### src/rtl/axil_read_narrowing_adapter.sv
// AXI-Lite read-channel width adapter: a narrow requester reads a wide memory by selecting
// one NARROW_W lane of each wide response, with a small FIFO of lane indices per outstanding read.
module axil_read_narrowing_adapter #(
    parameter  int WIDE_W          = 64,
    parameter  int NARROW_W        = 32,
    parameter  int ADDR_W          = 64,
    parameter  int MAX_OUTSTANDING = 4,
    localparam int CNT_W           = $clog2(MAX_OUTSTANDING + 1)
) (
    input  logic                clk,
    input  logic                rst,

    input  logic [ADDR_W-1:0]   s_araddr,
    input  logic                s_arvalid,
    output logic                s_arready,
    output logic [NARROW_W-1:0] s_rdata,
    output logic [1:0]          s_rresp,
    output logic                s_rvalid,
    input  logic                s_rready,

    output logic [ADDR_W-1:0]   m_araddr,
    output logic                m_arvalid,
    input  logic                m_arready,
    input  logic [WIDE_W-1:0]   m_rdata,
    input  logic [1:0]          m_rresp,
    input  logic                m_rvalid,
    output logic                m_rready,

    input  logic                flush,
    output logic [CNT_W-1:0]    outstanding,
    output logic                err_unexpected_rsp
);

    localparam int RATIO   = WIDE_W / NARROW_W;
    localparam int LANE_W  = $clog2(RATIO);
    localparam int LANE_LO = $clog2(NARROW_W / 8);
    localparam int PTR_W   = (MAX_OUTSTANDING > 1) ? $clog2(MAX_OUTSTANDING) : 1;

    generate
        if ((RATIO < 2) || (RATIO * NARROW_W != WIDE_W) || ((RATIO & (RATIO - 1)) != 0)
            || (MAX_OUTSTANDING < 1)) begin : g_bad_params
            $error("axil_read_narrowing_adapter: unsupported WIDE_W/NARROW_W/MAX_OUTSTANDING");
        end
    endgenerate

    logic [PTR_W-1:0]           wr_ptr_reg;
    logic [PTR_W-1:0]           wr_ptr_next;
    logic [PTR_W-1:0]           rd_ptr_reg;
    logic [PTR_W-1:0]           rd_ptr_next;
    logic [CNT_W-1:0]           count_reg;
    logic [CNT_W-1:0]           count_next;
    logic                       err_reg;
    logic [MAX_OUTSTANDING-1:0] discard_reg;
    logic [MAX_OUTSTANDING-1:0] discard_next;
    logic [LANE_W-1:0]          lane_mem [MAX_OUTSTANDING];

    logic                       can_accept;
    logic                       push;
    logic                       pop;
    logic                       not_empty;
    logic                       head_discard;
    logic                       head_forward;
    logic                       head_drop;
    logic [LANE_W-1:0]          head_lane;
    logic [LANE_W-1:0]          s_lane;
    logic [NARROW_W-1:0]        lane_data [RATIO];

    function automatic logic [PTR_W-1:0] ptr_inc(input logic [PTR_W-1:0] p);
        if (p == PTR_W'(MAX_OUTSTANDING - 1)) begin
            return '0;
        end
        return p + PTR_W'(1);
    endfunction

    // Address channel: pure pass-through with lane bits cleared.
    generate
        for (genvar gi = 0; gi < ADDR_W; gi++) begin : g_addr
            if ((gi >= LANE_LO) && (gi < LANE_LO + LANE_W)) begin : g_lane_bit
                assign m_araddr[gi] = 1'b0;
            end else begin : g_pass_bit
                assign m_araddr[gi] = s_araddr[gi];
            end
        end
    endgenerate

    assign s_lane     = s_araddr[LANE_LO +: LANE_W];
    assign can_accept = !rst && !flush && (count_reg < CNT_W'(MAX_OUTSTANDING));
    assign m_arvalid  = s_arvalid && can_accept;
    assign s_arready  = m_arready && can_accept;
    assign push       = s_arvalid && s_arready;

    assign not_empty    = (count_reg != '0);
    assign head_lane    = lane_mem[rd_ptr_reg];
    assign head_discard = discard_reg[rd_ptr_reg];
    assign head_forward = !rst && not_empty && !head_discard && !flush;
    assign head_drop    = !rst && not_empty && (head_discard || flush);

    assign s_rvalid = head_forward && m_rvalid;
    assign m_rready = head_forward ? s_rready : head_drop;
    assign pop      = m_rvalid && m_rready;

    generate
        for (genvar gi = 0; gi < RATIO; gi++) begin : g_lane
            assign lane_data[gi] = m_rdata[gi*NARROW_W +: NARROW_W];
        end
    endgenerate

    assign s_rdata = lane_data[head_lane];
    assign s_rresp = m_rresp;

    assign outstanding        = count_reg;
    assign err_unexpected_rsp = err_reg;

    // A flush marks every slot; slots that are not live get overwritten with discard=0 on push.
    generate
        for (genvar gi = 0; gi < MAX_OUTSTANDING; gi++) begin : g_discard
            assign discard_next[gi] = flush ? 1'b1 :
                                      (push && (wr_ptr_reg == PTR_W'(gi))) ? 1'b0 :
                                      discard_reg[gi];
        end
    endgenerate

    always_comb begin
        wr_ptr_next = push ? ptr_inc(wr_ptr_reg) : wr_ptr_reg;
        rd_ptr_next = pop  ? ptr_inc(rd_ptr_reg) : rd_ptr_reg;
        count_next  = count_reg;
        case ({push, pop})
            2'b10:   count_next = count_reg + CNT_W'(1);
            2'b01:   count_next = count_reg - CNT_W'(1);
            default: count_next = count_reg;
        endcase
    end

    always_ff @(posedge clk or posedge rst) begin
        if (rst) begin
            wr_ptr_reg  <= '0;
            rd_ptr_reg  <= '0;
            count_reg   <= '0;
            discard_reg <= '0;
            err_reg     <= 1'b0;
        end else begin
            wr_ptr_reg  <= wr_ptr_next;
            rd_ptr_reg  <= rd_ptr_next;
            count_reg   <= count_next;
            discard_reg <= discard_next;
            if (!not_empty && m_rvalid) begin
                err_reg <= 1'b1;
            end
        end
    end

    // Lane storage needs no reset: an entry is only read after it has been written.
    always_ff @(posedge clk) begin
        if (push) begin
            lane_mem[wr_ptr_reg] <= s_lane;
        end
    end

endmodule

### config.mk
export PLATFORM = sky130hd
export DESIGN_NAME = axil_read_narrowing_adapter
export DESIGN_NICKNAME = d
export VERILOG_FILES = /design/src/rtl/axil_read_narrowing_adapter.sv
export SDC_FILE = /design/constraint.sdc
export NUM_CORES = 1
export LEC_CHECK = 0
export BUFFER_PORTS_ARGS = -buffer_cell sky130_fd_sc_hd__buf_2
export CAP_MARGIN = 20
export CELL_PAD_IN_SITES_DETAIL_PLACEMENT = 1
export CELL_PAD_IN_SITES_GLOBAL_PLACEMENT = 2
export CORE_UTILIZATION = 15
export CTS_BUF_LIST = sky130_fd_sc_hd__clkbuf_8 sky130_fd_sc_hd__clkbuf_16
export DETAILED_ROUTE_END_ITERATION = 12
export GPL_ROUTABILITY_DRIVEN = 0
export GPL_TIMING_DRIVEN = 0
export PLACE_DENSITY = 0.83
export SYNTH_ARGS = -nofsm -noshare
export SYNTH_HDL_FRONTEND = slang
export SYNTH_SLANG_ARGS = --single-unit
### constraint.sdc
create_clock -name clk -period 2.8 [get_ports clk]
set_clock_uncertainty 0.1 [all_clocks]
set_input_delay 0.84 -clock clk [delete_from_list [all_inputs] [get_ports clk]]
set_output_delay 0.84 -clock clk [all_outputs]
set_load 0.02 [all_outputs]
## Word level (Yosys, flattened, before mapping)

Memories as Yosys holds them, arrays and structs flattened.
Index checks and enable logic that the tools add are counted.
Widths: inputs -> output; s select.

- Register bits: 12
- RAM bits: 4
- Input bits: 137
- Output and inout bits: 106
- Word-level logic and storage cells: 74
- Memories: 1

- $add $sub $neg: 4
- Magnitude comparators: 3
- Equality and inequality tests: 6
- Mux-type cells: 23
- Bitwise operators: 1
- Reduce and logical (&&, ||, !) cells: 28

Memory list:

| name | depth | bits a word | rd ports | clocked after Yosys merged registers in | wr ports | line | source |
|---|---|---|---|---|---|---|---|
| lane_mem | 4 | 1 | 1 | 0 | 1 | 55 | `logic [LANE_W-1:0] lane_mem [MAX_OUTSTANDING];` |

Operator list:

| operator | number |
|---|---|
| $mux 32 | 3 |
| $logic_and 1x1->1 | 16 |
| $mux 1 | 14 |
| $reduce_bool 2->1 | 5 |
| $eq 2x2->1 const B | 4 |
| $mux 2 | 4 |
| $pmux 3 s2 | 1 |
| $add 2x1->2 const B | 2 |
| $eq 2x1->1 const B | 2 |
| $logic_not 1->1 | 4 |
| $add 3x1->3 const B | 1 |
| $lt 2x3->1 const B | 1 |
| $lt 3x3->1 const B | 1 |
| $reduce_bool 3->1 | 1 |
| $sub 3x1->3 const B | 1 |
| $bmux 1 s2 | 1 |
| $ge 2x2->1 const B | 1 |
| $logic_not 2->1 | 1 |
| $not 1->2 | 1 |
| $logic_or 1x1->1 | 1 |

## Depth between registers and ports, before layout

Gate-level depths: netlist of the first run.

- Word-level depth: 9
- Depth in mapped cells: 11
- Mapped depth without buffers: 10

## Worst setup path before layout of the first run

Ideal clock, no wire load.

- Path kind: input to output
- From: input rst
- To: output s_rvalid
- Data arrival time: 1.867 ns
- Data required time: 1.860 ns
- Setup slack: -0.007 ns
- Stages on the path: 2
- Buffers on the path: 0
- Cells stage by stage: or3b_2 -> a211oi_1

- Longest elaborated chain between the ends: 5

RTL lines:

| element | line | source |
|---|---|---|
| from (decl) | 11 | `input logic rst,` |
| $logic_not 1->1 (no line) | - |  |
| $logic_and 1x1->1 (3 in series) | 95 | `assign head_forward = !rst && not_empty && !head_discard && !flush;` |
| $logic_and 1x1->1 | 98 | `assign s_rvalid = head_forward && m_rvalid;` |
| to (decl) | 18 | `output logic s_rvalid,` |

Every way passes these cells.

## Worst setup path in the final report of the first run

- From: register rd_ptr_reg[0]
- To: output s_rdata[22]

- Longest elaborated chain between the ends: 5

RTL lines:

| element | line | source |
|---|---|---|
| from (decl) | 48 | `logic [PTR_W-1:0] rd_ptr_reg;` |
| from (signal assigned) | 143 | `rd_ptr_reg <= rd_ptr_next;` |
| $mem_v2 4x1 | - |  |
| $not 1->2 (not written as such) | 108 | `assign s_rdata = lane_data[head_lane];` |
| $mux 32 (not written as such) (3 in series) | 108 |  |
| to (decl) | 16 | `output logic [NARROW_W-1:0] s_rdata,` |

Every way passes these cells. The select of a mux whose other input is x is not followed.

==> results.toml, run 1 <==
[cts]
cts_sinks = 16
cts_root_buf = "clkbuf_16"
htree_levels = 1
cts_buffers = 3
worst_skew_pair.late_latency_ns = 0.24
clkTransAtPathRegs_ns = 0.05
clock_path_buffers = 2
cts_tree = "yes"

[worst_setup_path]
crit_type = "reg2out"
crit_buf_inv = 3
path_cells = "mux4_2 > buf_12 > clkbuf_16 > mux2_4 > buf_6"
critPathMaxFanout = 5
r2r_slack_ns = 0.37
crit_arrival_ns = 1.98
cp_slowest_cell = "mux4_2"
critPathMaxStageDelay_ns = 0.59
path_delay_family = "multiplexers"
ff2ff_path_depth = 10
worstReg2RegStart = "outstanding[2]"
endpoint_kind = "primary output"
crit_required_ns = 1.86
reg2reg_to = "outstanding[2]"
start_kind = "flip-flop"

[global_routing]
grt_pass1_wl_um = 10250
grt_pass1_vias = 1891
grt_usage_pct = 10.40
grt_max_degree = 13
antenna_found_initial = 0
grt_overflow = 0

[sta]
slew_headroom_pct = 66.66
clock.fmax_mhz = 342.1
fin_crit_ns = 2.924
hold_viol = 0
rsz0062_at_grt = "true"
worst_pin_slew_ns = 0.4995
layout_worst_path_cycle_share_pct = 104.4
drv_slew = 0
layout_setup_ws_ns = -0.1236
setup_viol = 32

[drt]
avgRoutedWirePerCell_um = 13.79
post-route-drc-count = 0
vias = 1907
drt_iter0_drc = 43
ant_nets = 0
dr.pass1.iters = 4
drt_wl_total_um = 7404
vias_per_cell = 3.551

[finish]
final_util_pct = 27.94
nNetsFinal = 514
syn2layout_area_growth_pct = 80.98
diodes = 0
fin_area_um2 = 3369
drive_above_1_share_pct = 80.22

[die]
core_um2 = 12060
die_w_um = 113.4
pin_count = 243
die_h_um = 113.4
initial_utilization_pct = 15.44
die_area_um2 = 12860
rows = 40

[synthesis]
syn_avg_cell_area_um2 = 10.23
synth.area.top_cells = "buf_4 27%, mux2_4 24%, dfrtp_1 16%"
synth_cell_types = 27
yosysWarnings = 0
synth_commonest_cells = "66 x buf_4, 30 x mux2_4, 12 x dfrtp_1, 12 x inv_1, 10 x nand2_1"
ys.flop_type = "dfrtp_1"
synthArstFlopShare_pct = 75.00
synth_top_cell_area_share_pct = 26.61
syn_inst = 182
synth_nets = 326
synth_top_cell_by_area = "buf_4"
ys_seq_elements = 16
yosysSeqAreaShare_pct = 22.58
synth-edff-count = 4
synth_most_common_cell = "buf_4"
netlist_area_um2 = 1862

[placement]
numPortBuffers = 175
dpl.hpwl_um = 6325
place_ws_ns = -0.2293
place_area_um2 = 2953

[min_path]
min_to = "err_unexpected_rsp"
hold_class = "reg2reg"
hold_depth = 1
hold_start = "err_unexpected_rsp"

[power_and_ir_drop]
ir_drop_v = 0.0003189
power_density_nw_per_um2 = 720.7
p_total_mw = 2.428
p_leak_nw = 1.864

[outcome]
violations = "negative setup slack"
status = "finished with violations"

[flow_run]
drv_cap = 0
[worst max path at each step]
stage | start | to | slack [ns] | cells past startpoint
global placement | rst | outstanding[2] | -0.22 | 10
floorplan | rst | outstanding[2] | 0.08 | 9
global route | rd_ptr_reg[0] | s_rdata[22] | -0.18 | 5
detailed placement | rst | outstanding[2] | -0.23 | 10
finish | rd_ptr_reg[0] | s_rdata[22] | -0.12 | 5
CTS | rd_ptr_reg[0] | s_rdata[6] | -0.18 | 5
[repair_timing]
| action | CTS | global route |
|---|---|---|
| buffers inserted | 4 | 3 |
| cloned | 1 | 1 |
| gates resized for setup | 64 | 11 |
| endpoints found under the setup margin | 32 | 35 |
| pin swaps | 0 | 1 |
| hold buffers | 0 | 0 |
[power by group]
group | total, mW | switching, mW | internal (mW) | leakage (nW)
combinational | 1.79 | 0.808 | 0.980 | 1.66
clock | 0.275 | 0.0856 | 0.189 | 0.0385
sequential | 0.365 | 0.0634 | 0.302 | 0.164
total | 2.43 | 0.957 | 1.47 | 1.86
[cell type report]
type	count	area, um^2
Fill cell	1438	8692
Buffer	70	555.5
Sequential cell	16	420.4
Clock inverter	1	3.754
Tap cell	168	210.2
Clock buffer	3	75.07
Multi-Input combinational cell	83	862.1
Inverter	12	45.04
Timing Repair Buffer	184	1197
[cells by family after synthesis]
kind of cell               count (synthesis)  share of synthesized area [%]
DFF                                       16                          22.58
xor gates and xnor gates                   3                          1.412
other                                      1                         0.2014
and+or+nand+nor                           26                          6.855
adders and majority gates                  7                          5.107
muxes                                     37                          28.83
buffers and inverters                     83                          31.65
AOI/OAI and AO/OA                          9                          3.361
[through the flow]
step           setup TNS, ns  hold WS [ns]  std cells
6_report              -3.295        0.3496        537
5_1_grt               -5.033        0.3810        537
4_1_cts               -5.193        0.3570        534
3_5_place_dp         -0.3140        0.3461        525
3_3_place_gp         -0.2460        0.3476        525
2_1_floorplan              0        0.3490        182
[metal layers]
metal  GRT usage [%]  vias up  share of wire [%]
met5               0        -                  0
met4           3.158        0                1.7
met3           1.966        9                7.9
met2           19.47      100                 52
met1           11.90      897                 38
li1                -      901                  -
[placed cells by master (no fill, tap or decap)]
| cell | n |
|---|---|
| buf_2 | 143 |
| a21o_1 | 5 |
| clkbuf_2 | 1 |
| edfxtp_1 | 4 |
| clkbuf_16 | 4 |
| fa_1 | 1 |
| clkinv_1 | 1 |
| ha_1 | 5 |
| conb_1 | 1 |
| nor2_1 | 5 |
| buf_4 | 71 |
| nor2_2 | 1 |
| or3b_4 | 1 |
| or3b_2 | 1 |
| nor3_1 | 3 |
| buf_8 | 1 |
| mux2_2 | 3 |
| buf_12 | 3 |
| inv_1 | 12 |
| mux2i_1 | 3 |
| xnor2_1 | 1 |
| o21ai_0 | 2 |
| dfrtp_1 | 12 |
| nand2b_1 | 2 |
| buf_16 | 1 |
| mux4_2 | 1 |
| a211oi_2 | 1 |
| nand2_1 | 10 |
| ha_2 | 1 |
| mux2_4 | 30 |
| xor2_1 | 2 |
| o211ai_1 | 1 |
| buf_6 | 33 |
| nand3_1 | 1 |
| nand3b_1 | 2 |
Note: power is estimated with default switching activity, not from simulation.
==> run 2, diff against run 1 <==
Settings changed: CORE_MARGIN set to 2, SLEW_MARGIN set to 10.
==> run 2 against run 1 <==
The run still ends with negative setup slack left; via count is 1.2% lower; global-route usage down 1.5 points; highest routed layer unchanged; combinational power down 4%; design area down 1.2%; count of clock-buffer cells in the layout did not move; critical endpoint is now s_rdata[28].
==> results.toml, run 2 (synthesized netlist as in run 1, its figures left out) <==
[outcome]
status = "finished with violations"
violations = "negative setup slack"

[die]
initial_utilization_pct = 15.44
rows = 40
pin_count = 243
die_h_um = 115.4
die_w_um = 115.4
die_area_um2 = 13320
core_um2 = 12060

[cts]
worst_skew_pair.late_latency_ns = 0.25
cts-hold-fix-buffers = 0
cts_tree = "yes"
cts_sinks = 16
clock_path_buffers = 2
cts_root_buf = "clkbuf_16"
cts_buffers = 3
htree_levels = 1
clkTransAtPathRegs_ns = 0.05

[min_path]
hold_class = "reg2reg"

[finish]
nNetsFinal = 513
diodes = 0
mostFrequentLayoutCell = "buf_2"
fin_area_um2 = 3329
drive_above_1_share_pct = 79.89
fin_cells = 536
final_util_pct = 27.60
ff_latch_area_um2 = 420.4
syn2layout_area_growth_pct = 78.83
multiInputGateArea_um2 = 863.3
fill_cells = 1444
mostFrequentLayoutCells = "146 x buf_2, 72 x buf_4, 31 x mux2_4"

[drt]
drt_wl_total_um = 7129
ant_nets = 0
vias = 1884
avgRoutedWirePerCell_um = 13.30
post-route-drc-count = 0
vias_per_cell = 3.515
drt_iter0_drc = 24
dr.pass1.iters = 4

[sta]
clock.fmax_mhz = 343.0
layout_setup_ws_ns = -0.1155
hold_viol = 0
fin_tns_setup_ns = -2.050
rsz0062_at_grt = "true"
layout_worst_path_cycle_share_pct = 104.1
fin_crit_ns = 2.915
setup_viol = 22
hold_slack_ns = 0.3583
drv_slew = 0

[power_and_ir_drop]
power_density_nw_per_um2 = 709.5
p_total_mw = 2.362
p_leak_nw = 1.858
ir_drop_v = 0.0004566

[flow_run]
drv_cap = 0

[placement]
place_ws_ns = -0.2345
place_inst = 525
dpl.hpwl_um = 6104
place_area_um2 = 2953
numPortBuffers = 175

[worst_setup_path]
critPathMaxStageDelay_ns = 0.58
path_cells = "mux4_2 > buf_6 > clkbuf_16 > mux2_4 > buf_6"
crit_top_cell = "buf_6"
start_kind = "flip-flop"
critPathMaxFanout = 5
crit_buf_inv = 3
crit_type = "reg2out"
crit_required_ns = 1.86
path_delay_family = "multiplexers"
endpoint_kind = "primary output"
crit_arrival_ns = 1.98
cp_slowest_cell = "mux4_2"

[global_routing]
grt_overflow = 0
grt_usage_pct = 8.860
grt_pass1_vias = 1778
grt_max_degree = 13
antenna_found_initial = 0
grt_pass1_wl_um = 9363
## run 2: changes by cell type in the layout (fill, tap and decap cells not counted)
cell | before | now
bufbuf_16 | 0 | 1
mux2_4 | 30 | 31
buf_6 | 33 | 30
buf_2 | 143 | 146
ha_2 | 1 | 0
ha_1 | 5 | 6
buf_12 | 3 | 2
buf_8 | 1 | 0
mux2_2 | 3 | 2
buf_4 | 71 | 72
buf_16 | 1 | 0
## run 2: routing by layer
layer	wire, um	global-route usage [%]	vias to the layer above
met4	147	2.329	0
met2	3907	17.74	101
li1	-	-	900
met5	0	0	-
met1	2475	9.527	875
met3	599	1.360	8
## run 2: cell type report
| cell class | instances | share of cell area [%] |
|---|---|---|
| clock inverter | 1 | 0.1127 |
| timing repair buffer | 184 | 35.17 |
| buffer | 69 | 16.23 |
| inverter | 12 | 1.353 |
| multi-input combinational | 83 | 25.93 |
| tap | 168 | 6.313 |
| sequential | 16 | 12.63 |
| clock buffer | 3 | 2.255 |
## run 2: report_power, final
part | total [mW] | internal [mW] | switching, mW
clock network | 0.281 | 0.190 | 0.0915
logic | 1.71 | 0.947 | 0.766
registers | 0.368 | 0.302 | 0.0663
## run 2: what timing repair did
item                       4_1_cts  5_1_grt
setup endpoints to repair       32       34
cloned                           1        1
resized for setup               64        4
buffers inserted                 5        2
## run 2: path summary, 6_finish.rpt
path,start,end,slack (ns),cells after the start
max in group asynchronous,rst,err_unexpected_rsp,1.71,2
min reg2reg,err_unexpected_rsp,err_unexpected_rsp,0.36,1
min in group asynchronous,rst,outstanding[2],0.56,2
min,err_unexpected_rsp,err_unexpected_rsp,0.36,1
max reg2reg,outstanding[2],outstanding[2],0.38,10
max,rd_ptr_reg[0],s_rdata[28],-0.12,5
==> run 3, diff against run 2 <==
Settings changed: GPL_TIMING_DRIVEN 0 to not set.
==> run 3 against run 2 <==
The run now ends clean; sequential cell count is the same; routed wire length shrank 24%; die area is the same; cell count shrank 25%; largest power group unchanged.
==> results.toml, run 3 (synthesized netlist as in run 1, its figures left out) <==
[worst_setup_path]
critPathMaxStageDelay_ns = 0.53
r2r_slack_ns = 0.42
worst-path-stages = 4
crit_start = "rd_ptr_reg[0]"
critPathMaxFanout = 32
start_kind = "flip-flop"
crit_required_ns = 1.86
worstSetupEndpoint = "s_rdata[14]"
crit_type = "reg2out"
path_cells = "mux4_2 > buf_12 > mux2_4 > buf_2"
path_delay_family = "multiplexers"
endpoint_kind = "primary output"
ff2ff_path_depth = 10
cp_slowest_cell = "mux4_2"
crit_buf_inv = 2
crit_arrival_ns = 1.85
worstReg2RegStart = "outstanding[2]"
reg2reg_to = "outstanding[2]"

[finish]
fill_cells = 1398
final_util_pct = 19.84
drive_above_1_share_pct = 68.80
diodes = 0
mostFrequentLayoutCell = "buf_2"
mostFrequentLayoutCells = "87 x buf_2, 30 x mux2_4, 23 x buf_6"
syn2layout_area_growth_pct = 28.56
nNetsFinal = 379

[global_routing]
antenna_found_initial = 0
grt_pass1_wl_um = 7534
grt_overflow = 0
grt_max_degree = 33
grt_usage_pct = 7.328
grt_pass1_vias = 1452

[drt]
vias_per_cell = 3.500
ant_nets = 0
drt_iter0_drc = 15
dr.pass1.iters = 3
avgRoutedWirePerCell_um = 13.41
drt_wl_total_um = 5389
post-route-drc-count = 0
vias = 1407

[flow_run]
drv_cap = 0

[cts]
cts_sinks = 16
clock_path_buffers = 2
cts_tree = "yes"
cts_root_buf = "clkbuf_16"
cts-hold-fix-buffers = 0
htree_levels = 1
clkTransAtPathRegs_ns = 0.05
cts_buffers = 3
worst_skew_pair.late_latency_ns = 0.25

[die]
core_um2 = 12060
die_w_um = 115.4
pin_count = 243
initial_utilization_pct = 15.44
die_h_um = 115.4
rows = 40
die_area_um2 = 13320

[sta]
hold_slack_ns = 0.3546
fin_crit_ns = 2.793
layout_worst_path_cycle_share_pct = 99.73
clock.fmax_mhz = 358.1
rsz0062_at_grt = "true"
hold_viol = 0
drv_slew = 0
setup_viol = 0
layout_setup_ws_ns = 0.007492

[power_and_ir_drop]
ir_drop_v = 0.0003582
p_leak_nw = 1.227
power_density_nw_per_um2 = 822.8

[min_path]
hold_class = "reg2reg"
hold_start = "err_unexpected_rsp"

[placement]
place_ws_ns = -0.1389
dpl.hpwl_um = 4553
numPortBuffers = 111

[outcome]
status = "completed"
-- run 3: worst reg2reg max path: cells and delay by family (launching register included) --
| kind | cells | cell delay, ns |
|---|---|---|
| fa+ha+maj | 2 | 0.54 |
| buf+inv | 2 | 0.13 |
| flops | 1 | 0.43 |
| simple gates | 4 | 0.80 |
| xor+xnor | 2 | 0.30 |
-- run 3: per-layer routing --
metal  track usage (%)  vias up  part of all wire (%)
li1                  -      632                     -
met1             8.163      654                    38
met2             13.02      109                    49
met3             3.033       12                    11
met4             1.687        0                   1.3
met5                 0        -                     0
-- run 3: what timing repair did --
item / CTS / global route
cloned: 0 / 0
endpoints found under the setup margin: 19 / 35
gates resized for setup: 30 / 20
setup buffers: 0 / 0
-- run 3: power breakdown --
group	switching [mW]	internal [mW]	total, mW
sequential	0.0655	0.302	0.367
combinational	0.634	0.684	1.32
clock	0.0937	0.190	0.283
total	0.794	1.18	1.97
-- run 3: how the worst min path moves through the flow --
stage                                     to  slack, ns  depth (start not counted)
after floorplan               discard_reg[0]       0.35                          1
after global placement    err_unexpected_rsp       0.35                          1
after detailed placement  err_unexpected_rsp       0.34                          1
after CTS                 err_unexpected_rsp       0.36                          1
after global routing      err_unexpected_rsp       0.38                          1
final                     err_unexpected_rsp       0.35                          1
-- run 3: layout make-up --
cell class / count / area (um^2) / share of cell area [%]
Timing Repair Buffer: 119 / 774.5 / 32.36
Multi-Input combinational cell: 83 / 864.6 / 36.12
Clock inverter: 1 / 3.754 / 0.1568
Tap cell: 168 / 210.2 / 8.782
Clock buffer: 3 / 75.07 / 3.136
Inverter: 12 / 45.04 / 1.882
Sequential cell: 16 / 420.4 / 17.56
-- run 3: per-stage QoR --
stage / total power [mW] / setup TNS, ns / area [um^2] / instances
after floorplan: 1.362 / 0 / 1867 / 182
final: 1.969 / 0 / 2394 / 402
after global placement: 1.546 / -0.08943 / 2161 / 398
after detailed placement: 1.572 / -0.1389 / 2161 / 398
after CTS: 1.963 / -0.09095 / 2333 / 402
after global routing: 2.100 / -1.290 / 2394 / 402
